### src/rtl/tt_sel_driver_pkg.sv
// Shared definitions for the design-select driver: state encodings and parameter defaults.
// Latency: n/a (definitions only).
// Backpressure: n/a.
package tt_sel_driver_pkg;

    // Default design-address width (mux id and block id concatenated).
    localparam int TT_SEL_ADDR_W_DEF    = 10;
    // Default clk cycles per protocol phase.
    localparam int TT_SEL_PULSE_CYC_DEF = 2;

    // Sequencer states, 3-bit encoding.
    typedef enum logic [2:0] {
        TT_SEL_ST_IDLE   = 3'd0,
        TT_SEL_ST_DIS    = 3'd1,
        TT_SEL_ST_RST    = 3'd2,
        TT_SEL_ST_REL    = 3'd3,
        TT_SEL_ST_INC_HI = 3'd4,
        TT_SEL_ST_INC_LO = 3'd5,
        TT_SEL_ST_SETTLE = 3'd6,
        TT_SEL_ST_ENA    = 3'd7
    } tt_sel_st_e;

endpackage

### src/rtl/tt_sel_phase_timer.sv
// Loadable phase down-counter: load sets the count to LOAD_VAL, expire pulses when it reaches 0.
// Latency: expire is high LOAD_VAL+1 cycles after the load edge.
// Backpressure: none; load always wins over counting.
// Ports: clk, rst_n (sync, active low), load (restart the phase), expire (phase elapsed).
module tt_sel_phase_timer #(
    parameter int CNT_W    = 8,
    parameter int LOAD_VAL = 1
) (
    input  logic clk,
    input  logic rst_n,
    input  logic load,
    output logic expire
);

    logic [CNT_W-1:0] r_cnt;
    logic             r_armed;

    always_ff @(posedge clk) begin
        if (!rst_n) begin
            r_cnt   <= '0;
            r_armed <= 1'b0;
        end else if (load) begin
            r_cnt   <= CNT_W'(LOAD_VAL);
            r_armed <= 1'b1;
        end else if (r_armed) begin
            // Disarm after reaching zero so expire is a single-cycle pulse.
            if (r_cnt == '0) begin
                r_armed <= 1'b0;
            end else begin
                r_cnt <= r_cnt - 1'b1;
            end
        end
    end

    assign expire = r_armed && (r_cnt == '0);

endmodule

### src/rtl/tt_sel_driver.sv
// Design-select initiator: disables, resets the select counter, pulses inc N times, re-enables.
// Latency: done 4T+2T*N+1 cycles after accept (2T+2T*N+1 in incremental mode).
// Backpressure: req_ready high only in IDLE; requests during a sequence are not accepted.
// Optional feature macro: TT_SEL_INCR_SKIP_EN (incremental select from the current address).
// Ports: clk, rst_n (sync, active low); req_valid/req_ready/req_addr host request;
//        ctrl_sel_rst_n/ctrl_sel_inc/ctrl_ena to the controller pads; busy, done, cur_addr, cur_valid status.
module tt_sel_driver
    import tt_sel_driver_pkg::*;
#(
    parameter int ADDR_W    = TT_SEL_ADDR_W_DEF,
    parameter int PULSE_CYC = TT_SEL_PULSE_CYC_DEF,
    parameter int CNT_W     = 8
) (
    input  logic              clk,
    input  logic              rst_n,
    input  logic              req_valid,
    output logic              req_ready,
    input  logic [ADDR_W-1:0] req_addr,
    output logic              ctrl_sel_rst_n,
    output logic              ctrl_sel_inc,
    output logic              ctrl_ena,
    output logic              busy,
    output logic              done,
    output logic [ADDR_W-1:0] cur_addr,
    output logic              cur_valid
);

    tt_sel_st_e        r_state;
    tt_sel_st_e        w_next;
    logic              r_ready;
    logic [ADDR_W-1:0] r_n;
    logic [ADDR_W-1:0] r_addr;
    logic              r_sel_rst_n;
    logic              r_sel_inc;
    logic              r_ena;
    logic              r_done;
    logic [ADDR_W-1:0] r_cur_addr;
    logic              r_cur_valid;
    logic              w_accept;
    logic              w_load;
    logic              w_expire;

`ifdef TT_SEL_INCR_SKIP_EN
    logic              r_incr;
    logic              w_incr_ok;
    logic [ADDR_W-1:0] w_diff;

    // Counting up from the currently selected design avoids the reset phase.
    assign w_incr_ok = r_cur_valid && (req_addr >= r_cur_addr);
    assign w_diff    = req_addr - r_cur_addr;
`endif

    assign w_accept = req_valid && (r_state == TT_SEL_ST_IDLE);
    // Every state change restarts the phase timer.
    assign w_load   = (w_next != r_state);

    tt_sel_phase_timer #(
        .CNT_W    (CNT_W),
        .LOAD_VAL (PULSE_CYC - 1)
    ) u_timer (
        .clk    (clk),
        .rst_n  (rst_n),
        .load   (w_load),
        .expire (w_expire)
    );

    always_comb begin
        w_next = r_state;
        case (r_state)
            TT_SEL_ST_IDLE:   if (req_valid) w_next = TT_SEL_ST_DIS;
            TT_SEL_ST_DIS: begin
                if (w_expire) begin
`ifdef TT_SEL_INCR_SKIP_EN
                    if (r_incr) w_next = (r_n != '0) ? TT_SEL_ST_INC_HI : TT_SEL_ST_SETTLE;
                    else
`endif
                    w_next = TT_SEL_ST_RST;
                end
            end
            TT_SEL_ST_RST:    if (w_expire) w_next = TT_SEL_ST_REL;
            TT_SEL_ST_REL:    if (w_expire) w_next = (r_n != '0) ? TT_SEL_ST_INC_HI : TT_SEL_ST_SETTLE;
            TT_SEL_ST_INC_HI: if (w_expire) w_next = TT_SEL_ST_INC_LO;
            // r_n was already decremented when INC_HI ended.
            TT_SEL_ST_INC_LO: if (w_expire) w_next = (r_n != '0) ? TT_SEL_ST_INC_HI : TT_SEL_ST_SETTLE;
            TT_SEL_ST_SETTLE: if (w_expire) w_next = TT_SEL_ST_ENA;
            TT_SEL_ST_ENA:    w_next = TT_SEL_ST_IDLE;
            default:          w_next = TT_SEL_ST_IDLE;
        endcase
    end

    always_ff @(posedge clk) begin
        if (!rst_n) begin
            r_state     <= TT_SEL_ST_IDLE;
            r_ready     <= 1'b1;
            r_n         <= '0;
            r_addr      <= '0;
            r_sel_rst_n <= 1'b0;
            r_sel_inc   <= 1'b0;
            r_ena       <= 1'b0;
            r_done      <= 1'b0;
            r_cur_addr  <= '0;
            r_cur_valid <= 1'b0;
`ifdef TT_SEL_INCR_SKIP_EN
            r_incr      <= 1'b0;
`endif
        end else begin
            r_state <= w_next;
            r_ready <= (w_next == TT_SEL_ST_IDLE);

            if (w_accept) begin
                r_addr <= req_addr;
`ifdef TT_SEL_INCR_SKIP_EN
                r_incr <= w_incr_ok;
                r_n    <= w_incr_ok ? w_diff : req_addr;
`else
                r_n    <= req_addr;
`endif
            end else if ((r_state == TT_SEL_ST_INC_HI) && w_expire) begin
                r_n <= r_n - 1'b1;
            end

            // Pad outputs follow the state one cycle later so every pad is a flop.
            r_done <= 1'b0;
            case (r_state)
                TT_SEL_ST_DIS:    r_ena       <= 1'b0;
                TT_SEL_ST_RST:    r_sel_rst_n <= 1'b0;
                TT_SEL_ST_REL:    r_sel_rst_n <= 1'b1;
                TT_SEL_ST_INC_HI: r_sel_inc   <= 1'b1;
                TT_SEL_ST_INC_LO: r_sel_inc   <= 1'b0;
                TT_SEL_ST_ENA: begin
                    r_ena       <= 1'b1;
                    r_done      <= 1'b1;
                    r_cur_addr  <= r_addr;
                    r_cur_valid <= 1'b1;
                end
                default: ;
            endcase
        end
    end

    assign req_ready      = r_ready;
    assign busy           = ~r_ready;
    assign done           = r_done;
    assign ctrl_sel_rst_n = r_sel_rst_n;
    assign ctrl_sel_inc   = r_sel_inc;
    assign ctrl_ena       = r_ena;
    assign cur_addr       = r_cur_addr;
    assign cur_valid      = r_cur_valid;

endmodule
### config.mk
export PLATFORM = sky130hd
export DESIGN_NAME = tt_sel_driver
export DESIGN_NICKNAME = d
export VERILOG_FILES = /design/src/rtl/tt_sel_driver_pkg.sv /design/src/rtl/tt_sel_phase_timer.sv /design/src/rtl/tt_sel_driver.sv
export SDC_FILE = /design/constraint.sdc
export NUM_CORES = 1
export LEC_CHECK = 0
export CAP_MARGIN = 20
export CORE_ASPECT_RATIO = 1.2
export CORE_MARGIN = 3
export CORE_UTILIZATION = 49
export DETAILED_ROUTE_END_ITERATION = 7
export PLACE_DENSITY_LB_ADDON = 0.05
export SLEW_MARGIN = 20
export SYNTH_ARGS = -nofsm -noshare
export SYNTH_HDL_FRONTEND = slang
export SYNTH_SLANG_ARGS = --single-unit
### constraint.sdc
create_clock -name clk -period 1.8 [get_ports clk]
set_input_delay 0.36 -clock clk [delete_from_list [all_inputs] [get_ports clk]]
set_output_delay 0.36 -clock clk [all_outputs]
set_load 0.01 [all_outputs]
==> flow_metrics.py <==
metrics = {
    "power_and_ir_drop": {
        "p_leak_uw": 0.00112,
        "power_density_nw_per_um2": 898,
        "ir_worst_vdd_mv": 0.573,
        "p_total_uw": 2690,
    },
    "worst_setup_path": {
        "crit_path_end": "r_n[3]$_SDFFE_PN0P_",
        "arrival_ns": 2.01,
        "critPathLaunchType": "flop",
        "reg2reg_depth": 6,
        "timing.rr.end": "r_n[3]$_SDFFE_PN0P_",
        "worstSetupEndpointType": "flop",
        "startpoint": "u_timer.r_cnt[0]$_SDFFE_PN0P_",
        "crit_required_ns": 2.03,
        "r2r_slack_ns": 0.02,
        "regToRegStartpoint": "u_timer.r_cnt[0]$_SDFFE_PN0P_",
        "cp_max_fo": 3,
        "worstSetupPathType": "flop to flop",
    },
    "global_routing": {
        "grt_pass1_wl_mm": 9.26,
        "gr-total-overflow": 0,
        "grt_pass1_vias": 2037,
        "track_usage_pct": 21.6,
        "antenna_found_initial": 0,
        "grt_max_degree": 29,
    },
    "floorplan": {
        "die_area_sq_um": 5530,
        "die_h_um": 80.9,
        "rows": 26,
        "core-area_sq_um": 4390,
        "ios": 30,
        "initial_core_util_pct": 52.1,
        "fp.dieW_um": 68.4,
    },
    "yosys": {
        "syn_nets": 299,
        "synth_cell_types": 49,
        "synthesis.area_sq_um": 2290,
        "synth_warnings": 0,
        "seq_area_frac_synth_pct": 42.0,
        "synthCells": 282,
        "yosys-top-cells-area": "dfxtp_1 42%, nand2_1 8.2%, a21oi_1 6.3%",
        "yosys.area.top_type": "dfxtp_1",
        "ys.flop_type": "dfxtp_1",
        "yosys_register_bits": 48,
        "syn_area_per_cell_sq_um": 8.12,
        "async_flop_share_pct": 0,
        "synth-edff-count": 0,
        "synth.top_cell.area_share_pct": 42.0,
    },
    "route": {
        "drt-initial-drc-count": 124,
        "vias_per_cell": 5.52,
        "wl_mm": 5.36,
        "drt-pass1-iter-count": 4,
        "vias": 2130,
        "met1_length_mm": 2.44,
        "ant_nets": 0,
        "drc": 0,
        "wl_per_cell_um": 13.9,
        "top_layer": "met4",
        "wl_met2_mm": 2.67,
        "wl_met3_um": 162,
    },
    "placed_design": {
        "place.port_buffers": 29,
        "placedCellCount": 376,
        "place_hpwl_mm": 3.88,
        "pre_cts_slack_ns": -0.279,
        "gp_congestion": 0.816,
    },
    "clock_network": {
        "cts_tree": "built",
        "cts_buffers": 5,
        "clkTransAtPathRegs_ns": 0.09,
        "cts_sinks": 48,
        "clock-root-buffer": "clkbuf_8",
        "clkLatencyLatePin_ns": 0.30,
        "cts_max_level": 2,
        "clockBufferDepth": 2,
    },
    "job": {
        "maxCapViolations": 0,
    },
    "sta": {
        "rsz0062_at_grt": "true",
        "setup_viol": 0,
        "final-hold-violation-count": 0,
        "fmax_ghz": 0.562,
        "tightest_slew_ns": 0.563,
        "fin_crit_sh_pct": 98.8,
        "slew_violations": 0,
        "slew_headroom_pct": 62.0,
        "final.min_clock_period_ns": 1.78,
        "skew_ns": 0.00440,
        "fin_ws_ns": 0.0207,
    },
    "finish": {
        "syn_to_final_growth_pct": 30.7,
        "nets": 346,
        "instances_no_fill": 386,
        "drive_gt1_share_pct": 17.9,
        "n_antenna_cell": 0,
    },
    "hold_path": {
        "hold_start": "cur_addr[5]$_SDFFE_PN0P_",
        "min_path_type": "flop to flop",
    },
    "status": {
        "outcome": "finished, final reports clean",
    },
}
## layout by cell type, fill, tap and decap left out, drive strengths merged, types with 4 or more instances in the layout
cell type,n
nor4b,5
o21ai,15
clkdlybuf4s50,29
nor3,6
buf,31
nor4,7
dfxtp,48
or4,4
ha,4
clkbuf,6
nor2b,4
a21oi,30
nand3,6
nand2,50
nor2,23
nand4,5
inv,9
## worst min-delay path by stage
stage                                           to  cells after the start
final                     cur_addr[5]$_SDFFE_PN0P_                      2
after global routing      cur_addr[2]$_SDFFE_PN0P_                      2
after CTS                 cur_addr[9]$_SDFFE_PN0P_                      2
after detailed placement  cur_addr[9]$_SDFFE_PN0P_                      2
after global placement    cur_addr[3]$_SDFFE_PN0P_                      2
after floorplan           cur_addr[0]$_SDFFE_PN0P_                      2
## synth_stat cells (3+ instances only)
| cell | instances |
|---|---|
| a211oi_1 | 3 |
| a21oi_1 | 29 |
| and3_1 | 3 |
| buf_2 | 4 |
| clkbuf_1 | 13 |
| dfxtp_1 | 48 |
| ha_1 | 4 |
| inv_1 | 9 |
| mux2i_1 | 3 |
| nand2_1 | 50 |
| nand3_1 | 6 |
| nand4_1 | 4 |
| nand4b_1 | 3 |
| nor2_1 | 23 |
| nor2b_1 | 4 |
| nor3_1 | 6 |
| nor4_1 | 7 |
| o21ai_0 | 10 |
| o21ai_1 | 5 |
| o31ai_1 | 3 |
| or4_1 | 4 |
| xnor2_1 | 3 |
## per-stage QoR
stage	TNS [ns]	instance area [sq um]	hold WS (ns)	util (%)
global placement	-3.06	2780	0.439	63.2
detailed placement	-3.22	2780	0.446	63.2
floorplan	0	2290	0.432	-
CTS	0	2920	0.459	66.4
finish	0	2990	0.456	68.1
global route	-0.0854	2990	0.470	68.1
## where the power goes
group	internal [uW]	switching, uW	total [uW]
Sequential	1130	69.9	1200
Combinational	343	325	668
Clock	454	365	820
Total	1930	760	2690
## kinds of logic after synthesis
group,synth area share [%]
AOI/OAI and AO/OA,16.6
xor gates and xnor gates,1.91
adders and majority gates,2.19
buffers and inverters,5.46
DFF,42.0
muxes,1.31
and+or+nand+nor,30.6
## worst max-delay path, stage by stage, from the launching register on
cell and delay [ns]:
dfxtp_2 0.33, inv_2 0.07, ha_4 0.15, or4b_4 0.48
nor4b_4 0.39, nand4_1 0.14, a31oi_1 0.15
## repair_timing
item	CTS	global route
hold buffers	0	0
setup endpoints to repair	3	17
pin swaps	3	3
gates resized for setup	2	14
buffers inserted	1	1
## state kept, by name, summed over array words and instances (netlist names), 3 cells and up
name           flops
r_addr            10
cur_addr          10
r_n               10
r_state            3
u_timer.r_cnt      8
## metal layers
layer | global-route usage (%) | vias to the layer above
li1 | - | 1085
met1 | 27.7 | 999
met2 | 35.7 | 38
met3 | 3.73 | 8
met4 | 7.75 | 0
met5 | 0 | -
## layout make-up
type,instances,area (sq um)
clock buffer,6,82.6
clock inverter,2,38.8
fill,378,1400
inverter,9,33.8
multi-input combinational,205,1270
sequential,48,962
tap,56,70.1
timing repair buffer,60,531
Power figures use the tool's default switching activity.
